File: src/rtl/vga_rx_monitor.sv
// VGA sink: registers hsync/vsync/rgb, checks line/frame timing, locks onto the
// stream and reports visible pixels with coordinates plus a per-frame checksum.
module vga_rx_monitor #(
    parameter int H_ACTIVE = 640,
    parameter int H_FP     = 16,
    parameter int H_SYNC   = 96,
    parameter int H_BP     = 48,
    parameter int V_ACTIVE = 480,
    parameter int V_FP     = 10,
    parameter int V_SYNC   = 2,
    parameter int V_BP     = 33
) (
    input  logic        sys_clk,
    input  logic        rst,
    input  logic        i_enable,
    input  logic        i_hsync,
    input  logic        i_vsync,
    input  logic [11:0] i_rgb,
    output logic        o_pix_valid,
    output logic [9:0]  o_x,
    output logic [9:0]  o_y,
    output logic [11:0] o_rgb,
    output logic        o_sof,
    output logic        o_frame_done,
    output logic [31:0] o_frame_sum,
    output logic [15:0] o_frame_cnt,
    output logic        o_locked,
    output logic        o_err_pulse,
    output logic [3:0]  o_err_code,
    output logic [7:0]  o_err_cnt
);
    localparam int H_TOTAL  = H_ACTIVE + H_FP + H_SYNC + H_BP;
    localparam int V_TOTAL  = V_ACTIVE + V_FP + V_SYNC + V_BP;
    localparam int H_VIS_LO = H_SYNC + H_BP;
    localparam int H_VIS_HI = H_VIS_LO + H_ACTIVE - 1;
    localparam int V_VIS_LO = V_SYNC + V_BP;
    localparam int V_VIS_HI = V_VIS_LO + V_ACTIVE - 1;

    typedef enum logic [1:0] {WAIT_VS, CHECK, LOCKED} state_t;

    function automatic logic [9:0] sat_inc10(input logic [9:0] v);
        return (&v) ? v : v + 10'd1;
    endfunction

    function automatic logic [15:0] sat_inc16(input logic [15:0] v);
        return (&v) ? v : v + 16'd1;
    endfunction

    function automatic logic [7:0] sat_inc8(input logic [7:0] v);
        return (&v) ? v : v + 8'd1;
    endfunction

    state_t      state;
    logic        hs_p0, vs_p0, hs_prev, vs_prev;
    logic [11:0] rgb_p0, rgb_p1;
    logic [9:0]  hcnt, vcnt, vs_lines;
    logic        first_line;
    logic [31:0] acc;
    logic        h_fall, h_rise, v_fall, v_rise;
    logic [10:0] hcnt_inc, vcnt_end;
    logic [3:0]  err;
    logic        vis_p1;
    logic [9:0]  x_p1, y_p1;

    // Stage p0: input capture plus previous sample for edge detection
    always_ff @(posedge sys_clk) begin
        if (rst) begin
            hs_p0   <= 1'b1;
            vs_p0   <= 1'b1;
            hs_prev <= 1'b1;
            vs_prev <= 1'b1;
        end else begin
            hs_p0   <= i_hsync;
            vs_p0   <= i_vsync;
            hs_prev <= hs_p0;
            vs_prev <= vs_p0;
        end
    end

    always_ff @(posedge sys_clk) begin
        rgb_p0 <= i_rgb;
        rgb_p1 <= rgb_p0;
    end

    // Counters hold the position of the sample in rgb_p1, so edges seen at p0
    // compare against the count of the sample just before the edge.
    always_comb begin
        h_fall   = hs_prev & ~hs_p0;
        h_rise   = ~hs_prev & hs_p0;
        v_fall   = vs_prev & ~vs_p0;
        v_rise   = ~vs_prev & vs_p0;
        hcnt_inc = {1'b0, hcnt} + 11'd1;
        vcnt_end = {1'b0, vcnt} + {10'd0, h_fall};
        err[0]   = h_fall & ~first_line & (hcnt_inc != 11'(H_TOTAL));
        err[1]   = h_rise & (hcnt_inc != 11'(H_SYNC));
        err[2]   = v_fall & (vcnt_end != 11'(V_TOTAL));
        err[3]   = v_rise & (vs_lines != 10'(V_SYNC));
        vis_p1   = (hcnt >= 10'(H_VIS_LO)) && (hcnt <= 10'(H_VIS_HI)) &&
                   (vcnt >= 10'(V_VIS_LO)) && (vcnt <= 10'(V_VIS_HI));
        x_p1     = hcnt - 10'(H_VIS_LO);
        y_p1     = vcnt - 10'(V_VIS_LO);
    end

    // Stage p1: line, frame and vsync-width counters
    always_ff @(posedge sys_clk) begin
        if (rst || !i_enable) begin
            hcnt     <= '0;
            vcnt     <= '0;
            vs_lines <= '0;
        end else begin
            hcnt <= h_fall ? 10'd0 : sat_inc10(hcnt);
            if (v_fall) begin
                vcnt     <= {9'd0, h_fall};
                vs_lines <= {9'd0, h_fall};
            end else if (h_fall) begin
                vcnt <= sat_inc10(vcnt);
                if (!vs_p0)
                    vs_lines <= sat_inc10(vs_lines);
            end
        end
    end

    // Stage p2: lock FSM and registered outputs
    always_ff @(posedge sys_clk) begin
        if (rst) begin
            state        <= WAIT_VS;
            first_line   <= 1'b0;
            acc          <= '0;
            o_pix_valid  <= 1'b0;
            o_x          <= '0;
            o_y          <= '0;
            o_rgb        <= '0;
            o_sof        <= 1'b0;
            o_frame_done <= 1'b0;
            o_frame_sum  <= '0;
            o_frame_cnt  <= '0;
            o_locked     <= 1'b0;
            o_err_pulse  <= 1'b0;
            o_err_code   <= '0;
            o_err_cnt    <= '0;
        end else begin
            o_pix_valid  <= 1'b0;
            o_x          <= '0;
            o_y          <= '0;
            o_rgb        <= '0;
            o_sof        <= 1'b0;
            o_frame_done <= 1'b0;
            o_err_pulse  <= 1'b0;
            if (!i_enable) begin
                state      <= WAIT_VS;
                o_locked   <= 1'b0;
                first_line <= 1'b0;
            end else begin
                case (state)
                    WAIT_VS: begin
                        o_locked <= 1'b0;
                        if (v_fall) begin
                            state      <= CHECK;
                            acc        <= '0;
                            first_line <= 1'b1;
                        end
                    end
                    CHECK: begin
                        if (h_fall)
                            first_line <= 1'b0;
                        if (|err) begin
                            state <= WAIT_VS;
                        end else if (v_fall) begin
                            state      <= LOCKED;
                            o_locked   <= 1'b1;
                            acc        <= '0;
                            first_line <= 1'b0;
                        end
                    end
                    LOCKED: begin
                        if (vis_p1) begin
                            o_pix_valid <= 1'b1;
                            o_x         <= x_p1;
                            o_y         <= y_p1;
                            o_rgb       <= rgb_p1;
                            o_sof       <= (x_p1 == 10'd0) && (y_p1 == 10'd0);
                        end
                        if (|err) begin
                            o_err_pulse <= 1'b1;
                            o_err_code  <= err;
                            o_err_cnt   <= sat_inc8(o_err_cnt);
                            o_locked    <= 1'b0;
                            state       <= WAIT_VS;
                        end else if (v_fall) begin
                            o_frame_done <= 1'b1;
                            o_frame_sum  <= acc;
                            o_frame_cnt  <= sat_inc16(o_frame_cnt);
                            acc          <= '0;
                        end else if (vis_p1) begin
                            acc <= acc + {20'd0, rgb_p1};
                        end
                    end
                    default: begin
                        state    <= WAIT_VS;
                        o_locked <= 1'b0;
                    end
                endcase
            end
        end
    end
endmodule

File: config.mk
export PLATFORM = sky130hd
export DESIGN_NAME = vga_rx_monitor
export DESIGN_NICKNAME = d
export VERILOG_FILES = /design/src/rtl/vga_rx_monitor.sv
export SDC_FILE = /design/constraint.sdc
export NUM_CORES = 1
export LEC_CHECK = 0
export CAP_MARGIN = 20
export CORE_MARGIN = 1
export CORE_UTILIZATION = 45
export CTS_BUF_LIST = sky130_fd_sc_hd__clkbuf_8 sky130_fd_sc_hd__clkbuf_16
export CTS_CLUSTER_SIZE = 20
export DETAILED_ROUTE_END_ITERATION = 12
export GPL_TIMING_DRIVEN = 0
export PLACE_DENSITY = 0.68
export REMOVE_ABC_BUFFERS = 1
export SKIP_CTS_REPAIR_TIMING = 1
export SYNTH_ARGS = -nofsm -noshare
export SYNTH_HDL_FRONTEND = slang
export SYNTH_SLANG_ARGS = --single-unit
File: constraint.sdc
create_clock -name sys_clk -period 4.5 [get_ports sys_clk]
set_input_delay 0.45 -clock sys_clk [delete_from_list [all_inputs] [get_ports sys_clk]]
set_output_delay 0.45 -clock sys_clk [all_outputs]
set_load 0.1 [all_outputs]
==> flow_metrics.tcl, run 1 <==
set metrics [dict create \
    ant_nets 0 \
    cts_buffer_depth 2 \
    cts_buffers 17 \
    die_w_um 136 \
    grt_usage 0.199 \
    setup_viol 0 \
    worst_pin_slew_ns 1.17 \
    rows 48 \
    maxSlewViolCount 0 \
    synth-compound-area-share 0.140 \
    synth_adder_area_share 0.0440 \
    status "finished, final reports clean" \
    tns_ns 0 \
    clk_latency_ns 0.44 \
    grt_overflow_total 0 \
    ff2ff_setup_slack_ns 0.53 \
    fin_crit_sh 0.883 \
    grt_pass1_vias 5971 \
    drive_gt1_frac 0.0614 \
    p_sw_w 0.000786 \
    swShare 0.237 \
    syn-cell-area_um2 8140 \
    intPower_w 0.00253 \
    hold_viol 0 \
    rr_worst_depth 11 \
    fill_cells 1550 \
    drv_cap 0 \
    end_kind "register" \
    p_comb_frac 0.030 \
    area_growth_pct 23.0 \
    clock_sinks 190 \
    die_h_um 136 \
    crit_arrival_ns 4.27 \
    hold_ws_ns 0.329 \
    synth_ff_type "dfxtp_1" \
    antenna_found_initial 0 \
    core_um2 17500 \
    synth_area_leader_cell "dfxtp_1" \
    seq_power_share 0.515 \
    power_density_nw_per_um2 331 \
    pwr-share-clk 0.455 \
    finalNetCount 1058 \
    worstPathRequired_ns 4.80 \
    fin_util 0.573 \
    clkTransAtPathRegs_ns 0.07 \
    diodes 0 \
    synth_top_family_by_area "simple AND/OR/NAND/NOR gates" \
    min_from "rgb_p0[11]$_DFF_P_" \
    drt_wl_total_um 17900 \
    htreeDepth 4 \
    initial_core_util 0.466 \
    crit_fanout 19 \
    final.setup_skew_ns 0.00721 \
    grt_max_degree 87 \
    synthMuxAreaShare 0.00369 \
    synthSimpleGateAreaFrac 0.236 \
    whs_path_depth 0 \
    fin_crit_ns 3.97 \
    regArea_um2 3800 \
    critPathLaunchType "register" \
    die_area_um2 18600 \
    worst_hold_path.endpoint "rgb_p1[11]$_DFF_P_" \
    maxClockFrequency_ghz 0.252 \
    max-vdd-ir-drop_v 0.000268 \
    yosysTopAreaCellShare 0.467 \
    syn_inst 928 \
    ys_types 68 \
    viasPerCell 5.34 \
    drcViolationCount 0 \
    gp_congestion 0.853 \
    p_leak_nw 3.49 \
    dpl.hpwl_um 12100 \
    r2r-start "hs_p0$_SDFF_PP1_" \
    hp-class "reg2reg" \
    syn_avg_cell_area_um2 8.77 \
    cts_tree "built" \
    seq_area_frac_synth 0.467 \
    async_reset_ff_frac 0 \
    synth_xor_area_frac 0.0700 \
    io_buffers 113 \
    crit_type "reg2reg" \
    ys_warn_count 0 \
    relSlewSlack 0.215 \
    dr_total_vias 6676 \
    drt-initial-drc-count 482 \
    synth_edf_count 0 \
    wl_per_cell_um 14.3 \
    clock-root-buffer "clkbuf_16" \
    rsz0062_at_grt "no" \
    timing.rr.end "acc[22]$_SDFFE_PP0P_" \
    grt_pass1_wl_um 29300 \
    synth.area.top_cells "dfxtp_1, nand2_1, a21oi_1" \
    multi_input_area_um2 4040 \
    synth-seq-cells 190 \
    drtPass1Iterations 5 \
    io_pins 114 \
]
==> state kept, by name (all words and copies together) (netlist names), 2 cells and up <==
register and flops:
rgb_p1 12, hcnt 10, rgb_p0 12, o_err_code 4
o_rgb 12, o_y 10, state 2, o_err_cnt 8
vs_lines 10, o_frame_cnt 16, acc 32, o_x 10
o_frame_sum 32, vcnt 10
==> layout make-up <==
| type | instances | area share |
|---|---|---|
| Tap cell | 225 | 0.0281 |
| Multi-Input combinational cell | 663 | 0.404 |
| Inverter | 21 | 0.00788 |
| Clock inverter | 15 | 0.0164 |
| Timing Repair Buffer | 120 | 0.121 |
| Sequential cell | 190 | 0.380 |
| Clock buffer | 17 | 0.0425 |
==> cell usage in the layout, fill, tap and decap left out, types with 8 or more instances in the layout <==
cell type and n:
nand2_1 115, a311oi_1 16, a41oi_1 8, and3_1 10, o21ai_0 24, nor3_1 18
xor2_1 23, inv_1 21, clkdlybuf4s50_1 112, nand2b_1 8, a31oi_1 9, nor2b_1 9
ha_1 27, nand4_1 27, nand3_1 36, a21oi_1 77, nor4_1 9, nor2_1 91
dfxtp_1 190, and2_1 25, a21o_1 8, xnor2_1 42, or2_2 8, clkbuf_16 17
==> per-stage QoR <==
stage | setup slack (ns) | instance area [um2] | instances | power (W)
after floorplan | 0.594 | 7900 | 874 | 0.00179
after global placement | -0.638 | 9320 | 1212 | 0.00184
after detailed placement | 0.532 | 9410 | 1218 | 0.00184
after CTS | 0.477 | 10000 | 1250 | 0.00334
after global routing | 0.214 | 10000 | 1251 | 0.00342
final | 0.528 | 10000 | 1251 | 0.00331
==> worst max-delay path, stage by stage, from the launching register on <==
cell      delay, ns
dfxtp_1        0.35
nand2b_1       0.28
inv_1          0.11
ha_1           0.19
ha_1           0.27
or4b_4         0.55
nor4_4         0.15
a21oi_2        0.15
or4_4          0.68
or2_1          0.51
nand2_2        0.42
a311oi_1       0.16
==> how the worst max path moves through the flow <==
stage | start | to | slack [ns] | depth (start not counted)
detailed placement | hs_p0$_SDFF_PP1_ | acc[22]$_SDFFE_PP0P_ | 0.53 | 11
CTS | hs_p0$_SDFF_PP1_ | acc[22]$_SDFFE_PP0P_ | 0.48 | 11
floorplan | hs_p0$_SDFF_PP1_ | o_frame_cnt[12]$_SDFFE_PP0P_ | 0.59 | 11
finish | hs_p0$_SDFF_PP1_ | acc[22]$_SDFFE_PP0P_ | 0.53 | 11
global placement | rst | o_rgb[6]$_SDFF_PP0_ | -0.64 | 4
global route | hs_p0$_SDFF_PP1_ | acc[10]$_SDFFE_PP0P_ | 0.21 | 11
==> power groups by stage <==
stage	logic (W)	clock network [W]	registers, W
global route	0.000108	0.00161	0.00171
CTS	0.0000972	0.00154	0.00171
detailed placement	0.0000964	0	0.00174
global placement	0.0000928	0	0.00174
floorplan	0.0000481	0	0.00174
finish	0.0000979	0.00151	0.00171
==> cell usage after synthesis, types with 4 or more instances <==
cell type,n
dfxtp_1,190
nand2_1,115
nor2_1,91
a21oi_1,77
clkbuf_1,45
xnor2_1,42
nand3_1,36
ha_1,27
nand4_1,27
and2_1,25
o21ai_0,24
xor2_1,23
inv_1,21
nor3_1,18
a311oi_1,16
and3_1,10
nor4_1,10
a31oi_1,9
nor2b_1,9
a21o_1,8
a41oi_1,8
nand2b_1,8
or2_2,8
or3_1,7
buf_2,5
nor3b_1,5
a211oi_1,4
and4_1,4
o41ai_1,4
==> cells by family (layout without fill, tap and decap cells) <==
| kind of cell | Yosys count | count (layout) |
|---|---|---|
| multiplexers | 3 | 3 |
| AND/OR/NAND/NOR | 389 | 389 |
| buffers and inverters | 75 | 173 |
| adder cells (fa/ha/maj) | 28 | 28 |
| flip-flops | 190 | 190 |
| XOR/XNOR | 65 | 65 |
| AO/OA/AOI/OAI | 178 | 178 |
==> layer usage <==
metal | GRT usage | share of wire
met5 | 0 | 0
met4 | 0.0704 | 0.013
met3 | 0.0391 | 0.044
met2 | 0.311 | 0.46
met1 | 0.270 | 0.48
(Power assumes the default switching activity.)
==> run 2: changes to the inputs <==
CELL_PAD_IN_SITES_DETAIL_PLACEMENT = 2   (was not set)
CELL_PAD_IN_SITES_GLOBAL_PLACEMENT = 2   (was not set)
CORE_UTILIZATION = 33   (was 45)
PLACE_DENSITY = not set   (was 0.68)
PLACE_DENSITY_LB_ADDON = 0.1   (was not set)
==> flow_metrics.tcl, run 2 (same netlist as run 1, synthesis figures left out) <==
set metrics [dict create \
    status "finished, final reports clean" \
    grt_pass1_wl_um 39100 \
    cts_buffer_depth 2 \
    place_ws_ns 0.288 \
    drt_wl_total_um 23500 \
    drcViolationCount 0 \
    die_h_um 159 \
    clkTransAtPathRegs_ns 0.07 \
    worstPathRequired_ns 4.79 \
    power_density_nw_per_um2 326 \
    dr_total_vias 6985 \
    clk_latency_ns 0.44 \
    end_kind "register" \
    final.setup_skew_ns 0.0164 \
    viasPerCell 5.17 \
    setup_ws_ns 0.344 \
    maxClockFrequency_ghz 0.241 \
    cts_tree "built" \
    drive_gt1_frac 0.0623 \
    dpl.hpwl_um 16300 \
    io_buffers 113 \
    ant_nets 0 \
    hp-class "reg2reg" \
    drv_cap 0 \
    fin_crit_ns 4.16 \
    power_w 0.00331 \
    antenna_found_initial 1 \
    gp_congestion 0.740 \
    core_um2 24200 \
    cts_buffers 17 \
    critPathLaunchType "register" \
    worst_pin_slew_ns 1.07 \
    fin_crit_sh 0.924 \
    drtPass1Iterations 6 \
    final_common_cell "dfxtp_1" \
    crit_fanout 19 \
    die_w_um 159 \
    finalNetCount 1060 \
    dpl_cell_area_um2 9570 \
    grt_overflow_total 0 \
    relSlewSlack 0.289 \
    maxSlewViolCount 0 \
    diodes 0 \
    fin_area_um2 10100 \
    layout_common_cells "dfxtp_1, nand2_1, clkdlybuf4s50_1" \
    setup_viol 0 \
    wl_per_cell_um 17.4 \
    htreeDepth 4 \
    fill_cells 2732 \
    grt_pass1_vias 7402 \
    rows 57 \
    area_growth_pct 24.6 \
    io_pins 114 \
    hold_viol 0 \
    clock-root-buffer "clkbuf_16" \
    p_leak_nw 3.51 \
    crit_arrival_ns 4.44 \
    initial_core_util 0.336 \
    crit_type "reg2reg" \
    max-vdd-ir-drop_v 0.000216 \
    grt_usage 0.191 \
    top_regs "acc (32), o_frame_sum (32), o_frame_cnt (16)" \
    clock_sinks 190 \
    drt-initial-drc-count 277 \
    die_area_um2 25300 \
    rsz0062_at_grt "no" \
    grt_max_degree 65 \
]
==> run 2: changes by cell type in the layout (fill, tap and decap cells not counted), sizes merged <==
cell,previous run,this run
clkbuf,17,18
buf,8,10
clkinv,2,6
clkinvlp,1,0
inv,32,28
==> run 2: report_power, final <==
part | leakage (nW) | switching (W) | internal [W] | total [W]
clock | 0.290 | 0.000711 | 0.000791 | 0.00150
combinational | 1.68 | 0.0000674 | 0.0000365 | 0.000104
sequential | 1.54 | 0.0000103 | 0.00170 | 0.00171
==> run 2: final cells by class <==
type / instances / area [um2] / share of cell area
flip-flops and latches: 190 / 3800 / 0.375
clock inverters: 14 / 133 / 0.0131
inverters: 21 / 78.8 / 0.00777
repair buffers: 122 / 1240 / 0.123
clock buffers: 18 / 439 / 0.0433
well taps: 324 / 405 / 0.0400
multi-input cells: 663 / 4040 / 0.398
==> run 2: worst paths after layout <==
path,depth (start not counted),from,slack [ns],end
hold / removal,0,rgb_p0[0]$_DFF_P_,0.33,rgb_p1[0]$_DFF_P_
hold reg to reg,0,rgb_p0[0]$_DFF_P_,0.33,rgb_p1[0]$_DFF_P_
setup reg to reg,11,hs_p0$_SDFF_PP1_,0.34,acc[22]$_SDFFE_PP0P_
setup / recovery,11,hs_p0$_SDFF_PP1_,0.34,acc[22]$_SDFFE_PP0P_
==> run 2: worst max-delay path, cell delays in order, from the launching register on <==
cell and delay [ns]:
dfxtp_1 0.33, nand2b_1 0.30, inv_1 0.11, ha_1 0.20, ha_1 0.28, or4b_4 0.55
nor4_4 0.16, a21oi_2 0.15, or4_4 0.68, or2_1 0.57, nand2_2 0.50, a311oi_1 0.18
==> run 2: metrics by stage <==
step	util	instances	hold WS (ns)	TNS [ns]
4_1_cts	0.418	1352	0.331	0
2_1_floorplan	-	874	0.310	0
6_report	0.418	1352	0.329	0
5_1_grt	0.418	1352	0.338	0
3_3_place_gp	0.389	1311	0.311	-77.07
3_5_place_dp	0.395	1320	0.314	0
==> run 2: per-layer routing <==
layer / track usage / vias to the layer above / share of wire
met5: 0 / - / 0
met1: 0.240 / 3469 / 0.46
met3: 0.0255 / 20 / 0.023
li1: - / 3400 / -
met4: 0.0533 / 0 / 0.010
met2: 0.340 / 96 / 0.50
